<file path="src/rtl/dac_spi_pkg.sv">
// -----------------------------------------------------------------------------
// dac_spi_pkg
// Shared definitions for the DAC/ADC SPI master:
//   state_e  - frame sequencer states (also exported on the debug state port)
//   frame_w  - total serial frame width from the three field widths
//   cs_w     - width of the chip-select index, at least one bit
//   cnt_w    - width of a counter that runs 0..n-1, at least one bit
//   max3     - largest of three integers (timing counter sizing)
// -----------------------------------------------------------------------------
package dac_spi_pkg;

   typedef enum logic [2:0] {
      IDLE  = 3'd0,
      LEAD  = 3'd1,
      SHIFT = 3'd2,
      TRAIL = 3'd3,
      GAP   = 3'd4
   } state_e;

   function automatic int frame_w(input int comm_w, input int addr_w, input int data_w);
      return comm_w + addr_w + data_w;
   endfunction

   function automatic int cs_w(input int ncs);
      return (ncs > 1) ? $clog2(ncs) : 1;
   endfunction

   function automatic int cnt_w(input int n);
      return (n > 1) ? $clog2(n) : 1;
   endfunction

   function automatic int max3(input int a, input int b, input int c);
      int m;
      m = (a > b) ? a : b;
      return (m > c) ? m : c;
   endfunction

endpackage

</file>
<file path="src/rtl/dac_spi_master_bitclk.sv">
// -----------------------------------------------------------------------------
// dac_spi_bitclk
// Bit timing generator for the SHIFT phase. A HALF_DIV phase counter splits
// each bit into two half-periods and produces the registered SCLK level.
// Ports:
//   clk, rst_n   - clock, synchronous active-low reset
//   i_en         - current cycle is a SHIFT cycle (counter runs)
//   i_run_nxt    - next cycle is a SHIFT cycle (SCLK leaves idle level)
//   o_half_tick  - last cycle of a half-bit; the following edge ends the half
//   o_bit_end    - last cycle of a bit; the following edge is a bit boundary
//   o_sclk       - registered serial clock level
// -----------------------------------------------------------------------------
module dac_spi_bitclk
   import dac_spi_pkg::*;
#(
   parameter int HALF_DIV = 16,
   parameter bit CPOL     = 1'b1,
   parameter bit CPHA     = 1'b1
) (
   input  logic clk,
   input  logic rst_n,
   input  logic i_en,
   input  logic i_run_nxt,
   output logic o_half_tick,
   output logic o_bit_end,
   output logic o_sclk
);

   localparam int              PH_W    = cnt_w(HALF_DIV);
   localparam logic [PH_W-1:0] PH_LAST = PH_W'(HALF_DIV - 1);

   logic [PH_W-1:0] r_phase;
   logic            r_half;   // 0: first half of the bit, 1: second half
   logic            r_sclk;
   logic            w_half_nxt;

   // SCLK level for a given half of the bit.
   function automatic logic sclk_level(input logic second_half);
      if (CPHA) return second_half ? CPOL : ~CPOL;
      else      return second_half ? ~CPOL : CPOL;
   endfunction

   assign o_half_tick = i_en && (r_phase == PH_LAST);
   assign o_bit_end   = o_half_tick && r_half;

   // Every bit starts in its first half, including the first bit of a frame.
   assign w_half_nxt  = !i_en ? 1'b0 : (o_half_tick ? ~r_half : r_half);

   always_ff @(posedge clk) begin
      if (!rst_n) begin
         r_phase <= '0;
         r_half  <= 1'b0;
         r_sclk  <= CPOL;
      end else begin
         if (!i_en || o_half_tick) r_phase <= '0;
         else                      r_phase <= r_phase + PH_W'(1);
         r_half <= w_half_nxt;
         r_sclk <= i_run_nxt ? sclk_level(w_half_nxt) : CPOL;
      end
   end

   assign o_sclk = r_sclk;

endmodule

</file>
<file path="src/rtl/dac_spi_master.sv">
// -----------------------------------------------------------------------------
// dac_spi_master
// Serialises {comm,addr,data} command words MSB-first to one of NCS DAC/ADC
// chips, each with its own active-low sync line, and captures MISO into
// rd_data. Frame sequence: IDLE -> LEAD -> SHIFT -> TRAIL -> GAP -> IDLE.
// Ports:
//   clk, rst_n                    - clock, synchronous active-low reset
//   cmd_valid/cmd_ready           - command handshake
//   cmd_comm/cmd_addr/cmd_data    - frame fields, latched on accept
//   cmd_cs                        - target sync line index (>= NCS: no line)
//   spi_sclk/spi_sync_n/spi_data  - serial clock, per-chip sync, MOSI
//   spi_miso                      - readback data
//   busy                          - frame in progress (accept to IDLE)
//   done/err/rd_valid             - one-cycle pulses in the first GAP cycle
//   rd_data                       - MISO bits of the last frame, first in MSB
//   dbg_state                     - current sequencer state
//
// Handshake: a command is accepted on a clock edge where cmd_valid and
// cmd_ready are both 1. cmd_ready is 1 only in IDLE (never in a reset cycle),
// drops in the cycle after the accept and the fields are latched at that edge;
// later changes on cmd_* do not affect the frame. cmd_valid while cmd_ready is
// 0 is ignored.
//
// All outputs are registered: their next value is decoded from the
// next-state/next-counter signals and captured at the same edge as the state.
// -----------------------------------------------------------------------------
module dac_spi_master
   import dac_spi_pkg::*;
#(
   parameter int COMM_W    = 4,
   parameter int ADDR_W    = 4,
   parameter int DATA_W    = 16,
   parameter int HALF_DIV  = 16,
   parameter bit CPOL      = 1'b1,
   parameter bit CPHA      = 1'b1,
   parameter int NCS       = 2,
   parameter int LEAD_CYC  = 16,
   parameter int TRAIL_CYC = 16,
   parameter int GAP_CYC   = 32
) (
   input  logic                                         clk,
   input  logic                                         rst_n,
   input  logic                                         cmd_valid,
   output logic                                         cmd_ready,
   input  logic [COMM_W-1:0]                            cmd_comm,
   input  logic [ADDR_W-1:0]                            cmd_addr,
   input  logic [DATA_W-1:0]                            cmd_data,
   input  logic [cs_w(NCS)-1:0]                         cmd_cs,
   output logic                                         spi_sclk,
   output logic [NCS-1:0]                               spi_sync_n,
   output logic                                         spi_data,
   input  logic                                         spi_miso,
   output logic                                         busy,
   output logic                                         done,
   output logic                                         err,
   output logic [frame_w(COMM_W, ADDR_W, DATA_W)-1:0]   rd_data,
   output logic                                         rd_valid,
   output state_e                                       dbg_state
);

   localparam int FRAME_W = frame_w(COMM_W, ADDR_W, DATA_W);
   localparam int CS_W    = cs_w(NCS);
   localparam int TCNT_W  = cnt_w(max3(LEAD_CYC, TRAIL_CYC, GAP_CYC));
   localparam int BCNT_W  = $clog2(FRAME_W + 1);

   localparam logic [TCNT_W-1:0] LEAD_LAST  = TCNT_W'(LEAD_CYC - 1);
   localparam logic [TCNT_W-1:0] TRAIL_LAST = TCNT_W'(TRAIL_CYC - 1);
   localparam logic [TCNT_W-1:0] GAP_LAST   = TCNT_W'(GAP_CYC - 1);
   localparam logic [BCNT_W-1:0] BIT_LAST   = BCNT_W'(FRAME_W - 1);

   // Sequencer state and counters
   state_e               r_state,  w_state_nxt;
   logic [TCNT_W-1:0]    r_tcnt,   w_tcnt_nxt;
   logic [BCNT_W-1:0]    r_bcnt,   w_bcnt_nxt;
   logic [FRAME_W-1:0]   r_tx,     w_tx_nxt;
   logic [CS_W-1:0]      r_cs,     w_cs_nxt;
   logic                 w_accept;
   logic                 w_frame_end;

   // Output registers and their decode
   logic                 r_ready;
   logic                 r_busy;
   logic                 r_done;
   logic                 r_err;
   logic                 r_rd_valid;
   logic                 r_data;
   logic [NCS-1:0]       r_sync_n;
   logic [NCS-1:0]       w_sync_nxt;
   logic                 w_frame_act;
   logic                 w_cs_ok;
   logic [FRAME_W-1:0]   r_rx;
   logic [FRAME_W-1:0]   r_rd_data;

   // Bit clock
   logic                 w_half_tick;
   logic                 w_bit_end;
   logic                 w_mid;
   logic                 w_sclk;

   dac_spi_bitclk #(
      .HALF_DIV (HALF_DIV),
      .CPOL     (CPOL),
      .CPHA     (CPHA)
   ) u_bitclk (
      .clk         (clk),
      .rst_n       (rst_n),
      .i_en        (r_state == SHIFT),
      .i_run_nxt   (w_state_nxt == SHIFT),
      .o_half_tick (w_half_tick),
      .o_bit_end   (w_bit_end),
      .o_sclk      (w_sclk)
   );

   // A half-tick that is not a bit end closes the first half: the following
   // edge is the mid-bit SCLK transition, where MISO is sampled.
   assign w_mid = w_half_tick && !w_bit_end;

   // ---------------------------------------------------------------------------
   // Next-state logic
   // ---------------------------------------------------------------------------
   always_comb begin
      w_state_nxt = r_state;
      w_tcnt_nxt  = r_tcnt;
      w_bcnt_nxt  = r_bcnt;
      w_tx_nxt    = r_tx;
      w_cs_nxt    = r_cs;
      w_accept    = 1'b0;
      w_frame_end = 1'b0;
      case (r_state)
         IDLE: begin
            if (cmd_valid && r_ready) begin
               w_accept    = 1'b1;
               w_state_nxt = LEAD;
               w_tcnt_nxt  = '0;
               w_bcnt_nxt  = '0;
               w_tx_nxt    = {cmd_comm, cmd_addr, cmd_data};
               w_cs_nxt    = cmd_cs;
            end
         end
         LEAD: begin
            if (r_tcnt == LEAD_LAST) begin
               w_state_nxt = SHIFT;
               w_tcnt_nxt  = '0;
            end else begin
               w_tcnt_nxt  = r_tcnt + TCNT_W'(1);
            end
         end
         SHIFT: begin
            if (w_bit_end) begin
               if (r_bcnt == BIT_LAST) begin
                  // No shift here so MOSI holds the last bit through TRAIL.
                  w_state_nxt = TRAIL;
                  w_tcnt_nxt  = '0;
               end else begin
                  w_bcnt_nxt  = r_bcnt + BCNT_W'(1);
                  w_tx_nxt    = {r_tx[FRAME_W-2:0], 1'b0};
               end
            end
         end
         TRAIL: begin
            if (r_tcnt == TRAIL_LAST) begin
               w_state_nxt = GAP;
               w_tcnt_nxt  = '0;
               w_frame_end = 1'b1;
            end else begin
               w_tcnt_nxt  = r_tcnt + TCNT_W'(1);
            end
         end
         GAP: begin
            if (r_tcnt == GAP_LAST) begin
               w_state_nxt = IDLE;
               w_tcnt_nxt  = '0;
            end else begin
               w_tcnt_nxt  = r_tcnt + TCNT_W'(1);
            end
         end
         default: begin
            w_state_nxt = IDLE;
            w_tcnt_nxt  = '0;
         end
      endcase
   end

   always_ff @(posedge clk) begin
      if (!rst_n) begin
         r_state <= IDLE;
         r_tcnt  <= '0;
         r_bcnt  <= '0;
         r_tx    <= '0;
         r_cs    <= '0;
      end else begin
         r_state <= w_state_nxt;
         r_tcnt  <= w_tcnt_nxt;
         r_bcnt  <= w_bcnt_nxt;
         r_tx    <= w_tx_nxt;
         r_cs    <= w_cs_nxt;
      end
   end

   // ---------------------------------------------------------------------------
   // Output decode
   // ---------------------------------------------------------------------------
   assign w_frame_act = (w_state_nxt == LEAD) || (w_state_nxt == SHIFT) ||
                        (w_state_nxt == TRAIL);

   // An out-of-range index matches no line, so all syncs stay high.
   always_comb begin
      w_sync_nxt = '1;
      w_cs_ok    = 1'b0;
      for (int i = 0; i < NCS; i++) begin
         if (r_cs == CS_W'(i)) w_cs_ok = 1'b1;
         if (w_frame_act && (w_cs_nxt == CS_W'(i))) w_sync_nxt[i] = 1'b0;
      end
   end

   always_ff @(posedge clk) begin
      if (!rst_n) begin
         r_ready    <= 1'b0;
         r_busy     <= 1'b0;
         r_done     <= 1'b0;
         r_err      <= 1'b0;
         r_rd_valid <= 1'b0;
         r_data     <= 1'b0;
         r_sync_n   <= '1;
         r_rx       <= '0;
         r_rd_data  <= '0;
      end else begin
         r_ready    <= (w_state_nxt == IDLE);
         r_busy     <= (w_state_nxt != IDLE);
         r_done     <= w_frame_end;
         r_err      <= w_frame_end && !w_cs_ok;
         r_rd_valid <= w_frame_end;
         r_data     <= w_frame_act ? w_tx_nxt[FRAME_W-1] : 1'b0;
         r_sync_n   <= w_sync_nxt;
         if (w_accept)   r_rx <= '0;
         else if (w_mid) r_rx <= {r_rx[FRAME_W-2:0], spi_miso};
         if (w_frame_end) r_rd_data <= r_rx;
      end
   end

   assign cmd_ready  = r_ready;
   assign busy       = r_busy;
   assign done       = r_done;
   assign err        = r_err;
   assign rd_valid   = r_rd_valid;
   assign rd_data    = r_rd_data;
   assign spi_data   = r_data;
   assign spi_sync_n = r_sync_n;
   assign spi_sclk   = w_sclk;
   assign dbg_state  = r_state;

endmodule
</file>
<file path="config.mk">
export PLATFORM = sky130hd
export DESIGN_NAME = dac_spi_master
export DESIGN_NICKNAME = d
export VERILOG_FILES = /design/src/rtl/dac_spi_pkg.sv /design/src/rtl/dac_spi_master_bitclk.sv /design/src/rtl/dac_spi_master.sv
export SDC_FILE = /design/constraint.sdc
export NUM_CORES = 1
export LEC_CHECK = 0
export ABC_AREA = 1
export CAP_MARGIN = 20
export CORE_ASPECT_RATIO = 1.1
export CORE_MARGIN = 2
export CORE_UTILIZATION = 47
export DETAILED_ROUTE_END_ITERATION = 10
export PLACE_DENSITY = 0.72
export SLEW_MARGIN = 15
export SYNTH_ARGS = -nofsm -noshare
export SYNTH_HDL_FRONTEND = slang
export SYNTH_HIERARCHICAL = 1
export SYNTH_SLANG_ARGS = --single-unit
</file>
<file path="constraint.sdc">
create_clock -name clk -period 2.6 [get_ports clk]
set_input_delay 0.65 -clock clk [delete_from_list [all_inputs] [get_ports clk]]
set_output_delay 0.65 -clock clk [all_outputs]
set_load 0.01 [all_outputs]
</file>
=== After elaboration in Yosys (flattened, before gate mapping) ===
Index checks and enable logic that the tools add are counted.

* Flip-flop bits (word level): 98
* Latch bits: 0
* RAM bits: 0
* Bits in read-only memories: 0
* Input bits: 29
* Output and inout bits: 36
* Logic and storage cells: 90
* Memories: 0

* Add/sub/neg operators: 3
* $mul: 0
* Divide/modulo/power cells: 0
* Magnitude comparators: 0
* Equality and inequality tests: 15
* Shift-type cells: 0
* Muxes and demuxes: 31
* Bitwise operators: 3
* Reductions and logical operators: 22

{| class="wikitable"
|+ Operators by type and width
! operator !! number
|-
| $mux 24 || 3
|-
| $pmux 24 s2 || 1
|-
| $mux 5 || 7
|-
| $pmux 5 s4 || 1
|-
| $mux 3 || 6
|-
| $pmux 3 s5 || 1
|-
| $eq 3x2->1 const B || 4
|-
| $mux 1 || 11
|-
| $add 5x1->5 const B || 2
|-
| $eq 5x5->1 const B || 2
|-
| $pmux 5 s2 || 1
|-
| $ne 2x2->1 const B || 4
|-
| $eq 3x1->1 const B || 2
|-
| $logic_and 1x1->1 || 6
|-
| $logic_not 3->1 || 2
|-
| $reduce_or 2->1 || 3
|-
| $eq 5x4->1 const B || 1
|-
| $add 4x1->4 const B || 1
|-
| $eq 4x4->1 const B || 1
|-
| $reduce_and 2->1 || 2
|-
| $reduce_and 4->1 || 1
|-
| $eq 3x3->1 const B || 1
|-
| $logic_or 1x1->1 || 3
|-
| $not 1->1 || 3
|-
| 4 further kinds || 5
|}

=== Longest topological paths before layout ===
* Depth in word-level cells: 10
* Gate-level depth with buffers: 14

=== Cells and area by module ===
Netlist, hierarchy kept.

{| class="wikitable"
|+ Modules (own cells, without submodules)
! module !! times used !! cells each !! area an instance (um^2) !! seq. area each (um^2)
|-
| dac_spi_master || 1 || 594 || 4010.1 || 1841.8
|-
| dac_spi_bitclk || 1 || 28 || 239.0 || 120.1
|}

=== Worst setup path after synthesis ===
Ideal clock, no wire load.

* Path kind: register to register
* Start point: reg r_state[2] (netlist: dbg_state[2])
* End point: reg r_tx[23]
* Setup time: 0.128 ns
* Data arrival time: 1.899 ns
* Path slack: 0.573 ns
* Stages on the path, launching flop included: 14
* Path buffers: 2
* Clock period less this slack: 2.027 ns
* Path through: dfxtp_1 -> nor2_2 -> nand2_2 -> inv_2 -> inv_1 -> nor2_1 -> ha_1 -> buf_2 -> inv_2 -> nand3_1 -> nand3_2 -> buf_4 -> a21oi_1 -> nor2_1

* Word-level cells in the longest chain between the ends: 5

{| class="wikitable"
|+ RTL lines
! what !! line !! text
|-
| start: declaration || dac_spi_master.sv:72 || <nowiki>state_e r_state, w_state_nxt;</nowiki>
|-
| start signal: assignment || dac_spi_master.sv:192 || <nowiki>r_state <= w_state_nxt;</nowiki>
|-
| $eq 3x2->1 || dac_spi_master.sv:107 || <nowiki>.i_en (r_state == SHIFT),</nowiki>
|-
| $logic_and 1x1->1 || dac_spi_master_bitclk.sv:43 || <nowiki>assign o_half_tick = i_en && (r_phase == PH_LAST);</nowiki>
|-
| named net w_half_tick || dac_spi_master.sv:95 || <nowiki>logic w_half_tick;</nowiki>
|-
| $logic_and 1x1->1 || dac_spi_master_bitclk.sv:44 || <nowiki>assign o_bit_end = o_half_tick && r_half;</nowiki>
|-
| named net w_bit_end || dac_spi_master.sv:96 || <nowiki>logic w_bit_end;</nowiki>
|-
| $mux 24 || dac_spi_master.sv:149 || <nowiki>if (w_bit_end) begin</nowiki>
|-
| $pmux 24 s2 || dac_spi_master.sv:129 || <nowiki>case (r_state)</nowiki>
|-
| end signal: assignment || dac_spi_master.sv:195 || <nowiki>r_tx <= w_tx_nxt;</nowiki>
|-
| end: declaration || dac_spi_master.sv:75 || <nowiki>logic [FRAME_W-1:0] r_tx, w_tx_nxt;</nowiki>
|}

The timed path passes the listed nets, and every way through them passes these cells. The select of a mux whose other input is x is not followed.
A chain may end at the register's enable or synchronous reset.

=== Final worst setup path ===
* Start point: reg r_state[2] (netlist: dbg_state[2])
* End point: reg r_rx[19]

* Word-level cells in the longest chain between the ends: 5

{| class="wikitable"
|+ RTL lines
! what !! line !! text
|-
| $eq 3x2->1 || dac_spi_master.sv:107 ||
|-
| $logic_and 1x1->1 || dac_spi_master_bitclk.sv:43 ||
|-
| named net w_half_tick || dac_spi_master.sv:95 ||
|-
| $logic_and 1x1->1 || dac_spi_master_bitclk.sv:44 ||
|-
| named net w_bit_end || dac_spi_master.sv:96 ||
|-
| $logic_not 1->1 || dac_spi_master.sv:116 || <nowiki>assign w_mid = w_half_tick && !w_bit_end;</nowiki>
|-
| $logic_and 1x1->1 || dac_spi_master.sv:116 ||
|-
| end signal: assignment || dac_spi_master.sv:236 || <nowiki>else if (w_mid) r_rx <= {r_rx[FRAME_W-2:0], spi_miso};</nowiki>
|-
| end: declaration || dac_spi_master.sv:91 || <nowiki>logic [FRAME_W-1:0] r_rx;</nowiki>
|}

The timed path passes the listed nets, and every way through them passes these cells.

==> flow_metrics.tcl <==
set metrics [dict create \
    status "complete, no violations" \
    slew_violations 0 \
    maxCapViolCount 0 \
    grtUsageTotal 0.203 \
    root_buffer "clkbuf_8" \
    die_w_um 94.7 \
    synth.avg_cell_area_um2 6.83 \
    grt_pass1_vias 3770 \
    worst-r2r-cell-count 12 \
    placementRows 36 \
    drc 0 \
    synth_top_area_share 0.462 \
    dieArea_um2 9820 \
    dpl-instance-area_um2 4950 \
    placeableCoreArea_um2 8830 \
    overflow 0 \
    vias 3926 \
    syn_area_um2 4250 \
    grt_pass1_wl_mm 16.3 \
    hp-start "u_bitclk/r_phase[0]$_SDFF_PP0_" \
    hold_viol_final 0 \
    drive_gt1_frac 0.0576 \
    critPathCaptureType "flop" \
    critPathLaunchType "flop" \
    insertion_delay_ns 0.37 \
    cp_top_family "simple AND/OR/NAND/NOR gates" \
    gp_congestion 0.833 \
    setup_viol 0 \
    hpwl_mm 6.39 \
    crit_arrival_ns 2.54 \
    cpMaxStageDelayCell "dfxtp_1" \
    pre_cts_ws_ns 0.298 \
    post-cts-setup-buffers 0 \
    holdPathStages 1 \
    fin_crit_sh 0.864 \
    cp_num_buf_inv 5 \
    ys_warn_count 6 \
    h-tree-depth 3 \
    final_net_count 708 \
    final_cell_area_um2 5150 \
    syn2layout_area_growth_pct 21.2 \
    io_pins 65 \
    relSlewSlack 0.383 \
    worst_slack_ns 0.353 \
    rr_startpoint "dbg_state[2]$_SDFF_PN0_" \
    drtAntennaViolNets 0 \
    grt_start_max_net_pins 32 \
    rsz0062_at_grt "no" \
    fillers 840 \
    ys_types 25 \
    numCtsBuffers 9 \
    critPathLaunch "dbg_state[2]$_SDFF_PN0_" \
    seq_area_frac_synth 0.462 \
    path_class "reg -> reg" \
    start_util 0.481 \
    hp-class "reg -> reg" \
    cp.depth 12 \
    drtIter0Drc 177 \
    netlist_instances 622 \
    crit_chain "nor2_2, nand2_2, inv_2, inv_1, nor2_1, ha_1, inv_2, buf_4, nand2_1, buf_12, nand2_1, a21oi_1" \
    cts_tree "done" \
    first_pass_iters 4 \
    fmax_ghz 0.445 \
    dieHeight_um 104 \
    fin_skew_ns 0.00996 \
    leakagePower_uw 0.00223 \
    setup_tns_ns 0 \
    synth.area.top_cells "dfxtp_1 46%, nand2_1 14%, nor2_1 11%" \
    max-clock-path-buffers 2 \
    synth_top_cell_by_area "dfxtp_1" \
    period_minus_slack_ns 2.25 \
    port_buffers 63 \
    insertedDiodeCount 0 \
    cts.clk_slew.worst_paths_ns 0.09 \
    power.total_uw 2770 \
    cts_hold_buf 0 \
    synth.net_count 658 \
    routed_wl_mm 9.59 \
    tightestPinTransition_ns 0.925 \
    wl_per_cell_um 12.1 \
    reg2reg_slack_ns 0.35 \
    peakVddDrop_v 0.000366 \
    clock-sinks 98 \
    drt-vias-per-instance 4.96 \
    antenna_found_initial 0 \
    ys_ff_latch 98 \
    crit_path_max_fanout 26 \
    post_cts_resized 0 \
    power_density_nw_per_um2 539 \
    cp.required_ns 2.90 \
    max_stage_delay_ns 0.37 \
]
## cell type report
cell class,count,area [um2],area share
inverter,52,195,0.0379
sequential,98,1960,0.381
tap,114,143,0.0277
multi-input combinational,437,1930,0.375
timing repair buffer,74,726,0.141
clock buffer,10,128,0.0248
clock inverter,6,67.6,0.0131
## where the power goes
group	total [uW]	switching (uW)	internal, uW	leakage (uW)
sequential	1560	21.2	1540	0.000794
combinational	248	139	109	0.00135
clock	965	521	444	0.0000808
## metrics by stage
| stage | hold slack (ns) | cells | util |
|---|---|---|---|
| global route | 0.492 | 791 | 0.583 |
| global placement | 0.444 | 775 | 0.561 |
| CTS | 0.472 | 791 | 0.583 |
| detailed placement | 0.450 | 775 | 0.561 |
| finish | 0.467 | 791 | 0.583 |
| floorplan | 0.430 | 622 | - |
## layer usage
layer / wire (um) / share of wire / GRT usage / up-vias
met1: 4390 / 0.46 / 0.246 / 1776
met5: 0 / 0 / 0 / -
met3: 428 / 0.045 / 0.0371 / 17
met4: 198 / 0.021 / 0.0932 / 0
li1: - / - / - / 2056
met2: 4570 / 0.48 / 0.344 / 77
## worst paths after layout
| check | end |
|---|---|
| worst min-delay path | u_bitclk/r_phase[0]$_SDFF_PP0_ |
| worst max register to register | r_rx[19]$_SDFFE_PP0P_ |
| worst max-delay path | r_rx[19]$_SDFFE_PP0P_ |
| worst min register to register | u_bitclk/r_phase[0]$_SDFF_PP0_ |
## flip-flops by register name (all words and copies together) (netlist names)
register,flops
busy,1
cmd_ready,1
dbg_state,3
r_bcnt,5
r_cs,1
r_rx,24
r_tcnt,5
r_tx,24
rd_data,24
rd_valid,1
spi_data,1
spi_sync_n,2
u_bitclk/o_sclk,1
u_bitclk/r_half,1
u_bitclk/r_phase,4
## cells by family after synthesis
logic type | after synthesis | synth area share
DFF | 98 | 0.462
adders and majority gates | 7 | 0.0206
other | 1 | 0.000883
AOI/OAI and AO/OA | 71 | 0.0866
buffers and inverters | 87 | 0.0842
xor gates and xnor gates | 1 | 0.00206
and+or+nand+nor | 357 | 0.344
## synth_stat cells
cell type,count
a211oi_1,1
a21oi_1,38
a21oi_2,2
buf_1,2
buf_2,13
buf_4,4
clkbuf_1,16
conb_1,1
dfxtp_1,98
ha_1,7
inv_1,47
inv_2,5
nand2_1,154
nand2_2,2
nand3_1,70
nand3_2,1
nand4_1,5
nor2_1,120
nor2_2,2
nor3_1,2
o21ai_0,24
o21ai_1,5
o21bai_1,1
or2_2,1
xnor2_1,1
## worst register-to-register path, cell delays in order (launching register included)
cell and delay [ns]:
dfxtp_1 0.37, nor2_2 0.21, nand2_2 0.15, inv_2 0.14
inv_1 0.05, nor2_1 0.14, ha_1 0.21, inv_2 0.05
buf_4 0.21, nand2_1 0.29, buf_12 0.19, nand2_1 0.06
a21oi_1 0.12
## placed cells by master (no fill, tap or decap), types with 2 or more instances in the layout
cell / Yosys / layout
a21oi_1: 38 / 38
nand3_1: 70 / 70
ha_1: 7 / 7
inv_2: 5 / 5
inv_1: 47 / 47
nor2_1: 120 / 120
clkdlybuf4s50_1: 0 / 63
clkinvlp_4: 0 / 5
clkbuf_8: 0 / 9
dfxtp_1: 98 / 98
nand2_1: 154 / 154
nand2_2: 2 / 2
a21oi_2: 2 / 2
o21ai_0: 24 / 24
buf_4: 4 / 10
nand4_1: 5 / 5
o21ai_1: 5 / 5
nor3_1: 2 / 2
nor2_2: 2 / 2
Power figures use the tool's default switching activity.
